--- config.mk ---
export PLATFORM = sky130hd
export DESIGN_NAME = windowed_majority_filter
export DESIGN_NICKNAME = d
export VERILOG_FILES = /design/src/rtl/windowed_majority_filter.sv
export SDC_FILE = /design/constraint.sdc
export NUM_CORES = 1
export LEC_CHECK = 0
export ABC_CLOCK_PERIOD_IN_PS = 3500
export BUFFER_PORTS_ARGS = -buffer_cell sky130_fd_sc_hd__buf_2
export CORE_MARGIN = 5
export CORE_UTILIZATION = 59
export DETAILED_ROUTE_END_ITERATION = 16
export PLACE_DENSITY = 0.76
export SYNTH_ARGS = -nofsm -noshare
export SYNTH_HDL_FRONTEND = slang
export SYNTH_SLANG_ARGS = --single-unit
--- constraint.sdc ---
create_clock -name clk -period 3.5 [get_ports clk]
set_input_delay 0.175 -clock clk [delete_from_list [all_inputs] [get_ports clk]]
set_output_delay 0.175 -clock clk [all_outputs]
set_load 0.05 [all_outputs]
--- src/rtl/windowed_majority_filter.sv ---
`default_nettype none
// ============================================================================
// Module   : windowed_majority_filter
// Purpose  : Per-channel sliding-window k-of-WIN vote over the last WIN
//            accepted samples of CH independent 1-bit channels.
// Revision : 1.0 - initial release
// ============================================================================
module windowed_majority_filter #(
  parameter int CH     = 4,
  parameter int WIN    = 5,
  parameter int THRESH = (WIN + 1) / 2,
  parameter int CW     = $clog2(WIN + 1)
) (
  input  logic          clk,
  input  logic          rst_n,
  input  logic          clr,
  input  logic          in_valid,
  input  logic [CH-1:0] in_bits,
  output logic [CH-1:0] maj,
  output logic          out_valid,
  output logic          full,
  output logic [CW-1:0] ones0
);

  localparam logic [CW-1:0] c_WIN_CW    = CW'(WIN);
  localparam logic [CW-1:0] c_THRESH_CW = CW'(THRESH);

  // History per channel, bit 0 is the newest accepted sample.
  logic [CH-1:0][WIN-1:0] r_hist;
  logic [CH-1:0][CW-1:0]  r_ones;
  logic [CW-1:0]          r_fill;
  logic [CH-1:0]          r_maj;
  logic                   r_out_valid;
  logic                   r_full;

  logic                   w_win_full;
  logic [CW-1:0]          w_fill_next;
  logic                   w_full_next;
  logic [CH-1:0][CW-1:0]  w_ones_next;
  logic [CH-1:0]          w_vote;

  // Next fill level and per-channel running counts for an accepted sample.
  // The count is kept modulo 2^CW: the true result always lies in 0..WIN,
  // so any transient wrap of the add/subtract cancels out.
  always_comb begin
    w_win_full  = (r_fill == c_WIN_CW);
    w_fill_next = w_win_full ? r_fill : (r_fill + CW'(1));
    w_full_next = (w_fill_next == c_WIN_CW);
    w_ones_next = '0;
    w_vote      = '0;
    for (int c = 0; c < CH; c++) begin
      w_ones_next[c] = r_ones[c] + CW'(in_bits[c])
                       - CW'(w_win_full & r_hist[c][WIN-1]);
      w_vote[c]      = (w_ones_next[c] >= c_THRESH_CW);
    end
  end

  // Window state and registered outputs; clr beats a coincident sample.
  always_ff @(posedge clk or negedge rst_n) begin
    if (!rst_n) begin
      r_hist      <= '0;
      r_ones      <= '0;
      r_fill      <= '0;
      r_maj       <= '0;
      r_out_valid <= 1'b0;
      r_full      <= 1'b0;
    end else if (clr) begin
      r_hist      <= '0;
      r_ones      <= '0;
      r_fill      <= '0;
      r_maj       <= '0;
      r_out_valid <= 1'b0;
      r_full      <= 1'b0;
    end else if (in_valid) begin
      for (int c = 0; c < CH; c++) begin
        r_hist[c] <= {r_hist[c][WIN-2:0], in_bits[c]};
      end
      r_ones      <= w_ones_next;
      r_fill      <= w_fill_next;
      r_full      <= w_full_next;
      r_out_valid <= w_full_next;
      r_maj       <= w_full_next ? w_vote : '0;
    end else begin
      r_out_valid <= 1'b0;
    end
  end

  assign maj       = r_maj;
  assign out_valid = r_out_valid;
  assign full      = r_full;
  assign ones0     = r_ones[0];

endmodule
`default_nettype wire
==> flow_summary_export.csv, run 1 <==
group,metric,value,unit
outcome,status,"finished with violations",
outcome,violations,"negative hold slack",
detailed_routing,firstDrtPassIters,4,
timing,timing.fmax,374,MHz
synth,synth_nets,220,
critical_path,crit_family,"adder cells",
critical_path,reg2regPathDepth,9,
clocking,clock_path_buffers,2,
critical_path,r2r_slack,830,ps
final_layout,final_util,64.7,%
final_layout,fin_nets,230,
critical_path,timing.critical_path.mode_cell,"ha_1",
global_route,gr-total-overflow,0,
critical_path,critPathCapture,"maj[0]",
synth,netlist.area_leader.share,46.4,%
timing,setup_violations,0,
synth,synth-seq-area-share,46.4,%
power,leakage,1.23,nW
clocking,tritoncts,"yes",
critical_path,regToRegStartpoint,"r_fill[0]",
die,boundaryPins,17,
critical_path,cp-start-kind,"flip-flop",
min_path,hp-class,"primary input to async pin",
global_route,grt_first_pass_wirelength,6.11,mm
final_layout,area_delta_synth_final,6.34,%
critical_path,crit_arrival,2840,ps
synth,synth_area,2210,sq um
critical_path,cp_cell_sequence,"ha_1, and3_1, ha_1, inv_1, ha_1, fa_1, xnor3_1, a21oi_1, o31ai_1",
timing,finalHoldViolations,4,
critical_path,slowest_stage,"dfrtp_1",
critical_path,crit_type,"flip-flop to flip-flop",
synth,synth.area.top_cells,"dfrtp_1, mux2i_1, ha_1",
detailed_routing,wl_per_cell,13.6,um
timing,rsz0062_at_grt,"no",
global_route,grtUsageTotal,15.1,%
die,rows,22,
critical_path,cp-end-kind,"flip-flop",
timing,skew,3.49,ps
placed_design,pre_cts_slack,829,ps
critical_path,cp_max_fo,11,
clocking,cts_root_buf,"clkbuf_8",
timing,slew_headroom,39.5,%
clocking,cts_post_setup_buffers_inserted,0,
die,initial_core_util,60.8,%
critical_path,crit_path_max_incr_delay,450,ps
die,core,3630,sq um
clocking,cts.htree.levels,2,
critical_path,cp.depth,9,
detailed_routing,drt-initial-drc-count,87,
die,fp.dieArea,5070,sq um
global_route,antenna_found_initial,0,
detailed_routing,routed_wl,3.49,mm
final_layout,n_antenna_cell,0,
synth,ys_warn_count,0,
clocking,clkTransAtPathRegs,70,ps
timing,timing.hold.ws,-2.96,ps
detailed_routing,antenna_left,0,
placed_design,port_buffers,16,
timing,setup_tns,0,ps
synth,yosys.area.top_type,"dfrtp_1",
clocking,clk_latency,290,ps
timing,drv_slew,0,
critical_path,crit_buf_inv,1,
power,powerDensity,401,nW/um^2
die,die_w,71.2,um
timing,period_needed,2670,ps
synth,syn-instance-count,198,
synth,syn_avg_cell_area,11.2,sq um
die,die_h,71.2,um
power,ir_drop,0.274,mV
global_route,grt_pass1_vias,1394,
synth,synth-edff-count,0,
clocking,ctsHoldBuffers,0,
critical_path,r2r_end,"maj[0]",
timing,tightest_slew,908,ps
final_layout,fillers,313,
timing,post-route-period-util,76.4,%
timing,setup_slack,827,ps
final_layout,layout-drive-gt1-share,13.9,%
synth,async_flop_share,100,%
run,maxCapViolations,0,
synth,ys_types,35,
placed_design,place_congestion,0.744,
clocking,cts_sinks,41,
detailed_routing,via_per_inst,5.40,
critical_path,critical_path_required,3670,ps
placed_design,hpwl,2.44,mm
detailed_routing,post-route-drc-count,0,
clocking,ctsResizeCount,0,
critical_path,cp-startpoint,"r_fill[0]",
global_route,grt_start_max_net_pins,42,
detailed_routing,vias,1387,
clocking,cts_buffers,5,
synth,ys.flop_type,"dfrtp_1",
synth,ys_seq_elements,41,
[power breakdown]
group          switching, mW  internal [mW]
registers             0.0149          0.491
logic                 0.0873         0.0585
clock network          0.153          0.138
[synthesized netlist by cell type (all sizes together) (2+ instances only)]
library cell,instances
xnor3,3
and3,4
xor2,3
dfrtp,41
ha,10
clkbuf,2
o31ai,4
nor2,32
a21oi,10
mux2i,28
o21ai,5
xnor2,2
or3,4
buf,11
fa,4
inv,18
nand2,5
[metrics by stage]
stage	power [mW]	area, sq um	hold slack, ps	instances
CTS	0.960	2350	41.6	257
finish	0.943	2350	-2.96	257
floorplan	0.631	2210	-121	198
global placement	0.656	2270	333	249
global route	0.994	2350	93.0	257
detailed placement	0.663	2270	358	249
[kinds of logic (layout without fill, tap and decap cells)]
kind of cell / Yosys count / in the layout / share of synthesized area (%)
multiplexers: 28 / 28 / 12.7
flip-flops: 41 / 41 / 46.4
XOR/XNOR: 9 / 9 / 6.11
AND/OR/NAND/NOR: 50 / 50 / 10.4
AO/OA/AOI/OAI: 25 / 25 / 8.32
adder cells (fa/ha/maj): 14 / 14 / 9.28
buffers and inverters: 31 / 42 / 6.79
[how the worst min path moves through the flow]
| stage | end | from | cells after the start | slack, ps |
|---|---|---|---|---|
| floorplan | full | rst_n | 0 | -120 |
| global placement | r_ones[9] | rst_n | 1 | 330 |
| detailed placement | r_ones[9] | rst_n | 1 | 360 |
| CTS | r_ones[6] | rst_n | 1 | 40 |
| global route | r_ones[9] | rst_n | 1 | 90 |
| finish | r_ones[9] | rst_n | 1 | -3 |
[sequential cells by signal (all words and copies together), names as in the netlist]
| name | cells |
|---|---|
| full | 1 |
| maj | 4 |
| r_fill | 3 |
| out_valid | 1 |
| ones0 | 3 |
| r_ones | 9 |
| r_hist | 20 |
[final cells by class]
cell class,instances,area (sq um),share of cell area (%)
clock buffer,6,72.6,3.09
clock inverter,2,10.0,0.426
inverter,18,67.6,2.87
multi-input combinational,126,1030,44.0
sequential,41,1030,43.6
tap,48,60.1,2.55
timing repair buffer,16,80.1,3.41
[placed cells by master (no fill, tap or decap)]
| master | n |
|---|---|
| clkbuf_1 | 1 |
| a21boi_1 | 1 |
| clkbuf_8 | 5 |
| a21bo_2 | 1 |
| fa_1 | 4 |
| buf_2 | 16 |
| o21ai_1 | 1 |
| nor3b_2 | 1 |
| or3_1 | 4 |
| ha_1 | 10 |
| xor3_1 | 1 |
| nor2b_1 | 1 |
| nor2_1 | 32 |
| a31oi_1 | 1 |
| and2b_1 | 1 |
| mux2i_1 | 28 |
| xor2_1 | 3 |
| clkinv_2 | 2 |
| a21oi_1 | 9 |
| inv_2 | 1 |
| xnor3_1 | 3 |
| inv_1 | 17 |
| nand2_1 | 5 |
| a31o_4 | 1 |
| a211oi_1 | 1 |
| dfrtp_1 | 41 |
| a21oi_2 | 1 |
| o31ai_1 | 4 |
| xnor2_1 | 2 |
| o311ai_4 | 1 |
| nor3_1 | 1 |
| and3_1 | 4 |
| and4b_1 | 1 |
| o21ai_0 | 4 |
[layer usage]
metal	vias up	global-route usage, %	wire length, um
met5	-	0	0
met4	0	5.64	31
met3	4	3.51	136
met2	24	24.9	1730
met1	683	19.4	1590
li1	676	-	-
(Power assumes the default switching activity.)
==> run 2: changes to the inputs <==
- ABC_CLOCK_PERIOD_IN_PS: 3500 -> 2700
- clock period: 3.5 -> 2.7 ns (I/O delays scaled with it)
==> run 2 against run 1 <==
Against the previous run: the run now ends clean; worst setup slack worse by 660 ps; sequential power up 29%; clock skew up 0.88 ps; non-clock buffer count up 3; combinational power up 41%; first-iteration DRC count down 22%; sequential share of layout area down 1.3 points; largest cell class unchanged; highest routed layer unchanged.
==> flow_summary_export.csv, run 2 (synthesis results as in run 1) <==
group,metric,value,unit
timing,drv_slew,0,
detailed_routing,post-route-drc-count,0,
clocking,tritoncts,"yes",
die,rows,22,
timing,setup_violations,0,
global_route,gr-total-overflow,0,
timing,slew_headroom,41.0,%
critical_path,crit_type,"flip-flop to flip-flop",
critical_path,slowest_stage,"dfrtp_1",
critical_path,cp-start-kind,"flip-flop",
placed_design,place_congestion,0.720,
power,leakage,1.25,nW
final_layout,stdcell_area,2420,sq um
power,powerDensity,566,nW/um^2
timing,timing.fmax,395,MHz
placed_design,placed_area,2280,sq um
detailed_routing,antenna_left,0,
die,fp.dieArea,5070,sq um
timing,skew,4.37,ps
detailed_routing,firstDrtPassIters,4,
die,boundaryPins,17,
run,maxCapViolations,0,
power,internal-power,1.02,mW
timing,period_needed,2530,ps
clocking,clkTransAtPathRegs,80,ps
clocking,clk_latency,290,ps
global_route,grtUsageTotal,17.0,%
critical_path,cp_cell_sequence,"inv_1, ha_4, and3_1, ha_1, inv_1, ha_1, fa_1, xor2_1, or3_1, a21oi_1",
placed_design,pre_cts_slack,29.7,ps
clocking,cts_buffers,5,
final_layout,layout-drive-gt1-share,15.1,%
die,initial_core_util,60.8,%
critical_path,critical_path_required,2910,ps
final_layout,area_delta_synth_final,9.56,%
power,switching_power,0.349,mW
detailed_routing,via_per_inst,5.40,
final_layout,fin_nets,233,
final_layout,largest_register_ffs,20,
die,die_w,71.2,um
clocking,clock_path_buffers,2,
die,core,3630,sq um
clocking,cts_root_buf,"clkbuf_8",
placed_design,port_buffers,16,
clocking,cts_post_setup_buffers_inserted,0,
detailed_routing,vias,1405,
global_route,antenna_found_initial,0,
clocking,cts_sinks,41,
global_route,grt_start_max_net_pins,42,
outcome,status,"finished, final reports clean",
critical_path,crit_arrival,2750,ps
final_layout,n_antenna_cell,0,
timing,post-route-period-util,93.7,%
power,pwr-share-clk,37.2,%
final_layout,regMostFlops,"r_hist",
power,ir_drop,0.356,mV
detailed_routing,wl_per_cell,15.2,um
power,seq_power_share,47.8,%
critical_path,cp-end-kind,"flip-flop",
min_path,hp-class,"primary input to flip-flop",
detailed_routing,routed_wl,3.96,mm
final_layout,mostFrequentLayoutCells,"dfrtp_1, nor2_1, mux2i_1, inv_1, buf_2",
detailed_routing,drt-initial-drc-count,68,
placed_design,hpwl,2.71,mm
die,die_h,71.2,um
clocking,cts.htree.levels,2,
power,pwr-share-comb,15.0,%
timing,rsz0062_at_grt,"no",
critical_path,crit_path_max_incr_delay,430,ps
timing,setup_slack,169,ps
global_route,grt_first_pass_wirelength,6.67,mm
global_route,grt_pass1_vias,1412,
timing,finalHoldViolations,0,
final_layout,final_common_cell,"dfrtp_1",
power,p_sw_share,25.5,%
timing,setup_tns,0,ps
timing,tightest_slew,886,ps
critical_path,cp_max_fo,11,
-- run 2: stage by stage --
step           hold slack, ps  power, mW  std cells  util [%]
6_report                  123       1.37        260      66.7
5_1_grt                   134       1.43        260      66.7
4_1_cts                   123       1.38        260      66.4
3_5_place_dp              307      0.866        251      62.8
3_3_place_gp              296      0.853        251      62.8
2_1_floorplan            -161      0.817        198         -
-- run 2: worst paths after layout --
kind | from | end | slack, ps | cells past startpoint
max | r_fill[1] | r_ones[5] | 170 | 10
min | in_bits[0] | r_hist[0] | 120 | 3
max reg2reg | r_fill[1] | r_ones[5] | 170 | 10
min reg2reg | maj[0] | maj[0] | 480 | 2
max in group asynchronous | rst_n | r_hist[12] | 1660 | 2
min in group asynchronous | rst_n | r_ones[10] | 500 | 2
-- run 2: repair_timing --
item / in CTS / in global routing
cloned: 0 / 0
setup endpoints to repair: 1 / 1
hold buffers: 1 / 0
pin swaps: 0 / 0
hold endpoints to repair: 41 / 0
gates resized for setup: 1 / 1
-- run 2: layout make-up --
type                    instances  area [sq um]
well taps                      48          60.1
clock inverters                 1          30.0
clock buffers                   7          86.3
fillers                       286          1210
flip-flops and latches         41          1030
inverters                      18          67.6
multi-input cells             126          1050
repair buffers                 19           105
-- run 2: critical path: cells and delay by family (launching register included) --
family          cells  cell delay [ps]
compound gates      1              140
simple gates        2              480
flops               1              430
xor+xnor            1              170
buf+inv             2              140
fa+ha+maj           4             1100
-- run 2: layer usage --
metal	track usage (%)	wire length, um
met4	6.89	65
met1	21.2	1740
met3	5.61	180
met5	0	0
met2	27.1	1970
-- run 2: power by group through the flow --
stage | clock network (mW) | logic (mW) | registers, mW
floorplan | 0 | 0.145 | 0.672
global placement | 0 | 0.189 | 0.664
detailed placement | 0 | 0.200 | 0.667
CTS | 0.519 | 0.204 | 0.654
global route | 0.541 | 0.228 | 0.658
finish | 0.509 | 0.206 | 0.655
